**src/rtl/varredura_display8.sv**
```systemverilog
// ----------------------------------------------------------------------------
// varredura_display8
// Scan controller for an 8-digit multiplexed BCD seven-segment display.
// Each digit is lit for DIV cycles (ATIVO). It is then followed by BLANK dark
// cycles (APAGADO) before the index advances. BLANK=0 removes the dark state.
// A new frame (8 nibbles plus a digit mask) is written into a shadow buffer.
// It is copied into the active buffer only at the 7->0 index wrap, so a frame
// is never torn mid-scan.
//
// Optional build macro: SUPRESSAO_ZEROS_EN
//   When defined, leading zeros are blanked. Any digit above the highest
//   nonzero enabled digit stays dark. Digit 0 is always shown.
//
// Ports:
//   clk        system clock, rising edge
//   rst_n      asynchronous active-low reset
//   carga      load strobe, honoured only while pronto=1
//   dados      8 BCD nibbles, digit k = dados[4k+3:4k]
//   mascara    per-digit enable, captured together with dados
//   pronto     shadow buffer free; a load is accepted this cycle
//   en         one-hot digit enable, all zero while blanked
//   digito     nibble of the currently selected digit
//   indice     current digit index (0..7)
//   fim_quadro one-cycle pulse in the first cycle indice=0 after a wrap
// ----------------------------------------------------------------------------
module varredura_display8 #(
    parameter int DIV   = 4,
    parameter int BLANK = 2
) (
    input  logic        clk,
    input  logic        rst_n,
    input  logic        carga,
    input  logic [31:0] dados,
    input  logic [7:0]  mascara,
    output logic        pronto,
    output logic [7:0]  en,
    output logic [3:0]  digito,
    output logic [2:0]  indice,
    output logic        fim_quadro
);

    typedef enum logic {
        ATIVO   = 1'b0,
        APAGADO = 1'b1
    } estado_t;

    // The counter only ever holds 0..max(DIV,BLANK)-1.
    localparam int CMAX = (DIV > BLANK) ? DIV : BLANK;
    localparam int CW   = (CMAX > 1) ? $clog2(CMAX) : 1;
    localparam logic [CW-1:0] DIV_LAST   = CW'(DIV - 1);
    localparam logic [CW-1:0] BLANK_LAST = (BLANK > 0) ? CW'(BLANK - 1) : '0;
    localparam bit SEM_APAGADO = (BLANK == 0);

    estado_t       estado_reg, estado_next;
    logic [CW-1:0] cnt_reg, cnt_next;
    logic [2:0]    indice_reg;
    logic [31:0]   ativo_dados_reg, sombra_dados_reg;
    logic [7:0]    ativo_masc_reg, sombra_masc_reg;
    logic          pendente_reg;
    logic          fim_reg;

    logic          avanca;
    logic          fronteira;
    logic          aceita;
    logic [7:0]    visivel;

    // ------------------------------------------------------------------
    // Next-state logic. avanca marks the edge on which indice moves on.
    // ------------------------------------------------------------------
    always_comb begin
        estado_next = estado_reg;
        cnt_next    = cnt_reg + 1'b1;
        avanca      = 1'b0;
        case (estado_reg)
            ATIVO: begin
                if (cnt_reg == DIV_LAST) begin
                    cnt_next = '0;
                    if (SEM_APAGADO) begin
                        avanca = 1'b1;
                    end else begin
                        estado_next = APAGADO;
                    end
                end
            end
            APAGADO: begin
                if (cnt_reg == BLANK_LAST) begin
                    cnt_next    = '0;
                    avanca      = 1'b1;
                    estado_next = ATIVO;
                end
            end
            default: begin
                estado_next = ATIVO;
                cnt_next    = '0;
            end
        endcase
    end

    assign fronteira = avanca && (indice_reg == 3'd7);
    // A load is accepted only while the shadow buffer is free. A boundary
    // copy happens only while it is full, so the two never collide. A load
    // accepted on a boundary edge therefore waits a whole frame.
    assign aceita    = carga && !pendente_reg;

    always_ff @(posedge clk or negedge rst_n) begin
        if (!rst_n) begin
            estado_reg       <= ATIVO;
            cnt_reg          <= '0;
            indice_reg       <= 3'd0;
            ativo_dados_reg  <= 32'd0;
            ativo_masc_reg   <= 8'd0;
            sombra_dados_reg <= 32'd0;
            sombra_masc_reg  <= 8'd0;
            pendente_reg     <= 1'b0;
            fim_reg          <= 1'b0;
        end else begin
            estado_reg <= estado_next;
            cnt_reg    <= cnt_next;
            fim_reg    <= fronteira;
            if (avanca) begin
                indice_reg <= indice_reg + 3'd1;
            end
            if (aceita) begin
                sombra_dados_reg <= dados;
                sombra_masc_reg  <= mascara;
                pendente_reg     <= 1'b1;
            end else if (fronteira && pendente_reg) begin
                ativo_dados_reg <= sombra_dados_reg;
                ativo_masc_reg  <= sombra_masc_reg;
                pendente_reg    <= 1'b0;
            end
        end
    end

    // ------------------------------------------------------------------
    // Per-digit visibility
    // ------------------------------------------------------------------
`ifdef SUPRESSAO_ZEROS_EN
    // nao_zero[k]: digit k is enabled and holds a nonzero nibble. A digit
    // stays visible when it or any digit above it has nao_zero set. This is
    // derived straight from the active buffer, so it tracks every load.
    logic [7:0] nao_zero;
    genvar gi;
    generate
        for (gi = 0; gi < 8; gi++) begin : g_supr
            assign nao_zero[gi] = ativo_masc_reg[gi] && (|ativo_dados_reg[4*gi +: 4]);
            if (gi == 0) begin : g_dig0
                assign visivel[gi] = ativo_masc_reg[gi];
            end else begin : g_digk
                assign visivel[gi] = ativo_masc_reg[gi] && (|nao_zero[7:gi]);
            end
        end
    endgenerate
`else
    assign visivel = ativo_masc_reg;
`endif

    // ------------------------------------------------------------------
    // Outputs, decoded from registered state
    // ------------------------------------------------------------------
    assign en         = (estado_reg == ATIVO) ? ((8'h01 << indice_reg) & visivel) : 8'h00;
    assign digito     = ativo_dados_reg[{indice_reg, 2'b00} +: 4];
    assign indice     = indice_reg;
    assign pronto     = !pendente_reg;
    assign fim_quadro = fim_reg;

endmodule

```
**config.mk**
```make
export PLATFORM = sky130hd
export DESIGN_NAME = varredura_display8
export DESIGN_NICKNAME = d
export VERILOG_FILES = /design/src/rtl/varredura_display8.sv
export SDC_FILE = /design/constraint.sdc
export NUM_CORES = 1
export LEC_CHECK = 0
export ABC_AREA = 1
export CAP_MARGIN = 10
export CORE_UTILIZATION = 49
export DETAILED_ROUTE_END_ITERATION = 8
export PLACE_DENSITY_LB_ADDON = 0.12
export SLEW_MARGIN = 20
export SYNTH_ARGS = -nofsm -noshare
export SYNTH_HDL_FRONTEND = slang
export SYNTH_SLANG_ARGS = --single-unit
```
**constraint.sdc**
```tcl
create_clock -name clk -period 1.4 [get_ports clk]
set_clock_uncertainty 0.05 [all_clocks]
set_input_delay 0.35 -clock clk [delete_from_list [all_inputs] [get_ports clk]]
set_output_delay 0.35 -clock clk [all_outputs]
set_load 0.05 [all_outputs]
```
==> results of run 1 <==
cell type report:
| cell class | count | area [µm²] |
|---|---|---|
| repair buffers | 105 | 1336 |
| well taps | 102 | 127.6 |
| flip-flops and latches | 88 | 2207 |
| multi-input cells | 288 | 1783 |
| inverters | 72 | 307.8 |
| clock inverters | 6 | 107.6 |
| fillers | 532 | 1851 |
| clock buffers | 10 | 127.6 |
placed cells by master, fill, tap and decap left out:
cell type and count:
nor2_1 32, a21oi_1 33, clkdlybuf4s50_1 41, dlygate4sd3_1 1, ha_1 3, o21ai_1 2
ha_4 4, buf_16 2, bufinv_16 3, inv_8 1, inv_4 2, nor2_4 9
ha_2 2, inv_1 67, dfrtp_2 4, nand3_4 1, o21ai_0 3, xor2_1 1
buf_8 3, clkinv_8 1, nand2_4 12, inv_12 1, nand2_1 81, buf_4 23
nand2_2 49, nand3_2 4, buf_12 26, dfrtp_1 84, o21ai_2 31, clkbuf_8 9
bufbuf_16 1, clkinvlp_4 1, nand2_8 1, clkinv_2 2, clkbuf_1 1, buf_6 8
nand3_1 20
how the worst max path moves through the flow:
stage / from / to / slack, ps / cells after the start
after floorplan: indice[0]$_DFFE_PN0P_ / en[2] / -350 / 6
after global placement: indice[1]$_DFFE_PN0P_ / digito[1] / -180 / 8
after detailed placement: indice[0]$_DFFE_PN0P_ / ativo_dados_reg[9]$_DFFE_PN0P_ / -220 / 8
after CTS: indice[0]$_DFFE_PN0P_ / digito[2] / -540 / 7
after global routing: indice[0]$_DFFE_PN0P_ / digito[2] / -640 / 7
final: indice[0]$_DFFE_PN0P_ / digito[2] / -580 / 7
critical path: stages, from the launching register on:
cell and delay (ps):
dfrtp_2 500, inv_8 160, nand2_1 110, nand3_2 110
nand2_2 70, nand2_2 70, nand2_4 60, buf_12 140
kinds of logic (layout without fill, tap and decap cells):
logic type / after synthesis / count (layout) / synth area share, %
and+or+nand+nor: 209 / 209 / 20.82
buffers and inverters: 92 / 193 / 10.22
DFF: 88 / 88 / 54.52
AOI/OAI and AO/OA: 69 / 69 / 11.43
adders and majority gates: 9 / 9 / 2.788
xor gates and xnor gates: 1 / 1 / 0.2169
repair_timing:
item	in CTS	in global routing
endpoints found under the hold margin	20	0
buffers inserted	8	8
pin swaps	9	10
endpoints found under the setup margin	57	58
resized for setup	32	64
hold buffers	1	0
cloned	3	0
metrics by stage:
stage	area [µm²]	setup TNS [ps]	util [%]
floorplan	4225	-13010	-
global placement	5253	-9624	66.93
CTS	5777	-18410	73.61
global route	5997	-24660	76.42
detailed placement	5253	-11840	66.93
finish	5997	-22200	76.42
layer usage:
layer | share of wire (%) | track usage, %
met3 | 4.7 | 4.351
met5 | 0 | 0
met1 | 41 | 30.42
met2 | 52 | 39.09
met4 | 2.6 | 9.872
report_power, final:
group	internal [µW]	switching, µW	total, µW
registers	2600	23.7	2630
clock network	1180	900	2080
logic	180	187	368
total	3960	1110	5070
==> flow_summary.yaml, run 1 <==
run_status:
  status: "complete, but fails checks"
  failed_checks: "setup timing"
detailed_routing:
  via_per_inst: 5.004
  num_vias: 3358
  drtIter0Drc: 137
  drt-wirelength-per-cell_um: 14.61
  remaining_drc_errors: 0
  wl_um: 9806
  drtPass1Iterations: 6
  ant_nets: 0
clock_network:
  cts_root_buf: "clkbuf_8"
  insertion_delay_ps: 350
  clock-sinks: 88
  h-tree-depth: 3
  numCtsBuffers: 9
  clk_pin_slew_ps: 90
  clockBufferDepth: 2
  cts_tree: "done"
cells_and_area:
  syn_to_final_growth_pct: 48.48
  nNetsFinal: 616
  num_antenna_cells: 0
  stdcell_count: 671
  layout-drive-gt1-share_pct: 35.15
worst_hold_path:
  hold_class: "input pin to async pin"
placement:
  dpl.hpwl_um: 6138
  dp_cells: 640
  gp_congestion: 0.8177
  preCtsSetupSlack_ps: -216.5
  portBuffers: 59
synthesis:
  postSynth.asyncResetShare_pct: 100.0
  ys_ff_latch: 88
  synth_top_area_share_pct: 54.52
  syn_avg_cell_area_um2: 8.630
  netlist_area_um2: 4039
  netlist_instances: 468
  yosysSeqAreaShare_pct: 54.52
  synth_common_cells: "140 x nand2_1, 88 x dfrtp_1, 69 x inv_1"
  synth_fp_nets: 520
  synth.most_common_cell: "nand2_1"
  synth.distinct_cells: 18
  ys_top_cells_by_area: "dfrtp_1 55%, nand2_1 13%, o21ai_2 6.7%"
  synth-edff-count: 0
  synth_top_cell_by_area: "dfrtp_1"
  yosys_warnings: 0
  synthFlopType: "dfrtp_1"
timing:
  worst_pin_slew_ps: 352.7
  timing.fmax_ghz: 0.5039
  setup_viol: 56
  rsz0062_at_grt: "yes"
  drv_slew: 0
  finalCritPeriodShare_pct: 141.8
  whs_ps: 391.2
  slew_headroom_pct: 76.49
  setup_ws_ps: -584.5
  hold_viol_final: 0
  period_minus_slack_ps: 1985
worst_setup_path:
  path_max_fanout: 19
  cp.required_ps: 1000
  ff2ff_setup_slack_ps: -420
  reg2reg_depth: 12
  start_kind: "flip-flop"
  crit_type: "flip-flop to output port"
  reg2reg_from: "indice[1]$_DFFE_PN0P_"
  cp-end-kind: "output port"
  reg2reg_to: "ativo_masc_reg[0]$_DFFE_PN0P_"
  worstPathArrival_ps: 1580
die:
  boundaryPins: 60
  die_h_um: 92.79
  start_util_pct: 51.47
  dieArea_um2: 8610
  core_area_um2: 7848
  dieWidth_um: 92.79
  rows: 32
global_routing:
  grt_max_degree: 63
  grtUsageTotal_pct: 23.61
  grt-ovfl-total: 0
  antenna_found_initial: 0
  grt_pass1_wl_um: 15730
  grt_pass1_vias: 3310
power:
  pwr_density_cell_nw_per_um2: 846.1
  power_uw: 5074
  ir_worst_vdd_v: 0.0005432
  p_leak_uw: 0.003105
job:
  drv_cap: 0
Power figures use the tool's default switching activity.
==> run 2, diff against run 1 <==
--- a/config.mk
+++ b/config.mk
@@ -7,9 +7,12 @@
 export LEC_CHECK = 0
 export ABC_AREA = 1
 export CAP_MARGIN = 10
+export CORE_MARGIN = 2
 export CORE_UTILIZATION = 49
+export CTS_CLUSTER_SIZE = 16
 export DETAILED_ROUTE_END_ITERATION = 8
 export PLACE_DENSITY_LB_ADDON = 0.12
+export SETUP_SLACK_MARGIN = 0.2
 export SLEW_MARGIN = 20
 export SYNTH_ARGS = -nofsm -noshare
 export SYNTH_HDL_FRONTEND = slang
==> run 2 against run 1 <==
Against the previous run:
- setup slack lost 33 ps
- core utilization grew 5.9 points
- global-route usage shrank 0.51 points
- cell area grew 11%
- via count grew 7.0%
- the flow still finishes with violations (setup timing)
- critical path type unchanged
- largest power group unchanged
- hold slack lost 35 ps
- die area grew 4.4%
==> flow_summary.yaml, run 2 (synthesis gave the netlist of run 1 again) <==
die:
  rows: 33
  core_area_um2: 8093
  boundaryPins: 60
  dieWidth_um: 94.79
  die_h_um: 94.79
  start_util_pct: 49.91
  dieArea_um2: 8985
cells_and_area:
  num_antenna_cells: 0
  final_cell_mix: "87 x nand2_1, 84 x dfrtp_1, 65 x inv_1"
  layout-drive-gt1-share_pct: 48.21
  post-route-util_pct: 82.34
  syn_to_final_growth_pct: 64.99
  layout_commonest_cell: "nand2_1"
  final_area_um2: 6664
  multi_input_area_um2: 2215
  fillerInstances: 466
  nNetsFinal: 632
  ff_latch_area_um2: 2210
placement:
  portBuffers: 59
  place_area_um2: 5231
  gp_congestion: 0.7905
  dpl.hpwl_um: 5999
  preCtsSetupSlack_ps: -270.0
job:
  drv_cap: 0
worst_setup_path:
  crit_type: "flip-flop to output port"
  start_kind: "flip-flop"
  path_max_fanout: 5
  cp.required_ps: 1000
  worstPathArrival_ps: 1620
  cp-end-kind: "output port"
timing:
  setup_ws_ps: -617.5
  worst_pin_slew_ps: 488.7
  period_minus_slack_ps: 2018
  timing.fmax_ghz: 0.4957
  setup_viol: 58
  hold_viol_final: 0
  slew_headroom_pct: 67.37
  rsz0062_at_grt: "yes"
  drv_slew: 0
  finalCritPeriodShare_pct: 144.1
  fin_tns_setup_ps: -21770
detailed_routing:
  via_per_inst: 5.207
  remaining_drc_errors: 0
  num_vias: 3593
  wl_um: 12210
  ant_nets: 0
  drtIter0Drc: 177
  drtPass1Iterations: 4
  drt-wirelength-per-cell_um: 17.70
global_routing:
  antenna_found_initial: 0
  grt_pass1_wl_um: 15920
  grt_max_degree: 44
  grt_pass1_vias: 3281
  grt-ovfl-total: 0
  grtUsageTotal_pct: 23.10
power:
  p_leak_uw: 0.003382
  ir_worst_vdd_v: 0.0005627
  pwr_density_cell_nw_per_um2: 776.8
clock_network:
  insertion_delay_ps: 350
  clockBufferDepth: 2
  numCtsBuffers: 9
  clock-sinks: 88
  cts_root_buf: "clkbuf_8"
  cts_tree: "done"
  h-tree-depth: 3
  clk_pin_slew_ps: 100
run_status:
  status: "complete, but fails checks"
  failed_checks: "setup timing"
worst_hold_path:
  hold_class: "input pin to async pin"
[run 2: cell types whose count changed in the layout (fill, tap and decap cells not counted), sizes merged]
| cell | delta |
|---|---|
| buf | +9 |
| clkbuf | +4 |
| inv | +3 |
| bufbuf | -1 |
| bufinv | -1 |
| clkdlybuf4s50 | -1 |
| clkinv | +1 |
| dlymetal6s2s | +1 |
| nand2 | +1 |
[run 2: stage by stage]
stage,power (µW),hold WS [ps],cells
after CTS,5008,341.7,674
after floorplan,2808,4.409,468
after global placement,3027,185.0,636
final,5176,356.4,690
after detailed placement,3039,186.1,636
after global routing,5363,372.8,690
[run 2: per-layer routing]
layer  GRT usage [%]  vias to the layer above  part of all wire (%)
li1                -                     1660                     -
met1           30.22                     1820                    40
met2           39.48                       89                    55
met3           4.070                       24                   3.2
met4           6.643                        0                   2.2
met5               0                        -                     0
[run 2: cell type report]
class	count	share of cell area, %
well taps	105	1.971
multi-input cells	289	33.23
clock inverters	7	1.502
repair inverters	2	0.3380
clock buffers	9	1.859
inverters	72	4.563
repair buffers	118	23.38
flip-flops and latches	88	33.16
[run 2: what timing repair did]
action,CTS,global route
endpoints found under the setup margin,100,77
gates cloned,5,9
pin swaps,34,43
resized for setup,59,148
setup buffers,16,7
hold endpoints to repair,14,0
hold buffers,1,0
[run 2: path summary, 6_finish.rpt]
check,from,end,slack [ps],depth (start not counted)
setup / recovery,indice[0]$_DFFE_PN0P_,en[7],-620,6
setup reg to reg,indice[0]$_DFFE_PN0P_,ativo_masc_reg[4]$_DFFE_PN0P_,-430,10
hold / removal,rst_n,indice[1]$_DFFE_PN0P_,360,2
hold reg to reg,ativo_dados_reg[24]$_DFFE_PN0P_,ativo_dados_reg[24]$_DFFE_PN0P_,440,2
min in group clk,ativo_dados_reg[24]$_DFFE_PN0P_,ativo_dados_reg[24]$_DFFE_PN0P_,440,2
max in group asynchronous,rst_n,ativo_dados_reg[20]$_DFFE_PN0P_,450,3
[run 2: worst max-delay path, stage by stage, from the launching register on]
cell	delay (ps)
dfrtp_2	450
buf_6	130
ha_4	160
ha_4	150
nand2_2	80
nor2_4	150
buf_12	140
[run 2: power by group]
| group | internal, µW | switching, µW | total (µW) |
|---|---|---|---|
| Combinational | 262 | 293 | 555 |
| Clock | 1030 | 971 | 2000 |
| Sequential | 2600 | 22.6 | 2630 |
| Total | 3890 | 1290 | 5180 |
==> run 3, diff against run 2 <==
--- a/config.mk
+++ b/config.mk
@@ -7,7 +7,7 @@
 export LEC_CHECK = 0
 export ABC_AREA = 1
 export CAP_MARGIN = 10
-export CORE_MARGIN = 2
+export CORE_MARGIN = 5
 export CORE_UTILIZATION = 49
 export CTS_CLUSTER_SIZE = 16
 export DETAILED_ROUTE_END_ITERATION = 8
==> run 3 against run 2 <==
Against the previous run:
- the run still ends with setup timing left
- non-clock buffer count up 10
- sequential cell count unchanged
- die area rose by 13%
- largest cell class unchanged
- largest power group unchanged
==> flow_summary.yaml, run 3 (synthesis gave the netlist of run 1 again) <==
cells_and_area:
  syn_to_final_growth_pct: 82.00
  final_area_um2: 7351
  layout_commonest_cell: "dfrtp_1"
  final_cell_mix: "84 x dfrtp_1, 67 x inv_1, 53 x nand2_2"
  nNetsFinal: 642
  layout-drive-gt1-share_pct: 57.14
  post-route-util_pct: 90.37
  fillerInstances: 295
  stdcell_count: 700
  num_antenna_cells: 0
timing:
  worst_pin_slew_ps: 298.6
  drv_slew: 0
  timing.fmax_ghz: 0.4843
  setup_viol: 59
  period_minus_slack_ps: 2065
  finalCritPeriodShare_pct: 147.5
  setup_ws_ps: -664.9
  slew_headroom_pct: 80.09
  whs_ps: 359.1
  hold_viol_final: 0
  rsz0062_at_grt: "yes"
power:
  pwr_density_cell_nw_per_um2: 722.9
  ir_worst_vdd_v: 0.0008375
  p_leak_uw: 0.003695
  power_uw: 5314
clock_network:
  insertion_delay_ps: 370
  clock-sinks: 88
  h-tree-depth: 3
  clk_pin_slew_ps: 90
  cts_tree: "done"
  numCtsBuffers: 9
  clockBufferDepth: 2
  cts_root_buf: "clkbuf_8"
worst_setup_path:
  crit_path_frequent_cell: "nand2_2"
  cp-end-kind: "output port"
  cp.required_ps: 1000
  crit_type: "flip-flop to output port"
  start_kind: "flip-flop"
  worstPathArrival_ps: 1660
  path_max_fanout: 8
  path_cells: "buf_6, buf_12, nand2_2, nand3_2, nand2_2, nand2_2, nand2_4, buf_12"
  reg2reg_depth: 11
  slowest_stage: "dfrtp_2"
  cpPeakStageDelay_ps: 450
job:
  drv_cap: 0
detailed_routing:
  drt-wirelength-per-cell_um: 22.40
  drtIter0Drc: 187
  remaining_drc_errors: 0
  drtPass1Iterations: 7
  via_per_inst: 5.610
  ant_nets: 0
  num_vias: 3927
  wl_um: 15680
global_routing:
  grt_pass1_wl_um: 19170
  antenna_found_initial: 0
  grtUsageTotal_pct: 24.72
  grt_max_degree: 39
  grt_pass1_vias: 3765
  grt-ovfl-total: 0
placement:
  dp_cells: 644
  portBuffers: 59
  place_area_um2: 5266
  dpl.hpwl_um: 6086
  gp_congestion: 0.8371
die:
  dieWidth_um: 100.8
  dieArea_um2: 10160
  rows: 33
  boundaryPins: 60
  core_area_um2: 8134
  die_h_um: 100.8
  start_util_pct: 49.65
run_status:
  status: "complete, but fails checks"
  failed_checks: "setup timing"
worst_hold_path:
  hold_class: "input pin to async pin"
run 3: cell types whose count changed in the layout (fill, tap and decap cells not counted), sizes merged:
| cell | previous run | this run |
|---|---|---|
| clkbuf | 14 | 10 |
| dlymetal6s2s | 1 | 0 |
| buf | 71 | 86 |
| dlygate4sd2 | 0 | 1 |
| clkinv | 4 | 3 |
| clkinvlp | 1 | 2 |
| nand2 | 144 | 145 |
| inv | 74 | 72 |
run 3: report_power, final:
group | switching (µW) | internal (µW)
logic | 347 | 335
clock network | 979 | 1020
registers | 35.0 | 2600
run 3: cell type report:
type	instances	area [µm²]	share of cell area (%)
Multi-Input combinational cell	290	2564	34.88
Sequential cell	88	2210	30.06
Timing Repair Buffer	128	1901	25.86
Inverter	72	314.1	4.272
Tap cell	105	131.4	1.787
Clock buffer	10	127.6	1.736
Clock inverter	6	92.59	1.260
Timing Repair inverter	1	11.26	0.1532
run 3: metal layers:
layer  vias to the layer above  track usage, %  share of wire, %
li1                       1684               -                 -
met2                       207           42.84                52
met3                        77           4.429               5.3
met1                      1959           30.75                37
met4                         0           9.119               6.0
met5                         -               0                 0
run 3: timing repair:
action | in CTS | in global routing
setup buffers | 15 | 6
gates resized for setup | 174 | 151
cloned | 18 | 0
hold endpoints to repair | 16 | 0
pin swaps | 28 | 56
setup endpoints to repair | 100 | 104
hold buffers | 1 | 0
run 3: path summary, 6_finish.rpt:
check | startpoint | slack (ps) | endpoint
setup reg to reg | indice[0]$_DFFE_PN0P_ | -480 | ativo_masc_reg[5]$_DFFE_PN0P_
max in group asynchronous | rst_n | 450 | pendente_reg$_DFFE_PN0P_
setup / recovery | indice[0]$_DFFE_PN0P_ | -660 | digito[3]
min in group clk | ativo_dados_reg[23]$_DFFE_PN0P_ | 450 | ativo_dados_reg[23]$_DFFE_PN0P_
hold / removal | rst_n | 360 | indice[2]$_DFFE_PN0P_
hold reg to reg | ativo_dados_reg[23]$_DFFE_PN0P_ | 450 | ativo_dados_reg[23]$_DFFE_PN0P_
run 3: worst max-delay path: cells and delay by family, from the launching register on:
kind                   cells  cell delay [ps]
and+or+nand+nor            5              410
DFF                        1              450
buffers and inverters      3              430
run 3: per-stage QoR:
stage                     setup WS (ps)  TNS, ps
final                            -664.9   -25140
after global routing             -687.4   -25970
after CTS                        -553.1   -18330
after detailed placement         -257.0   -13380
after global placement           -189.4   -10260
after floorplan                  -347.1   -12990
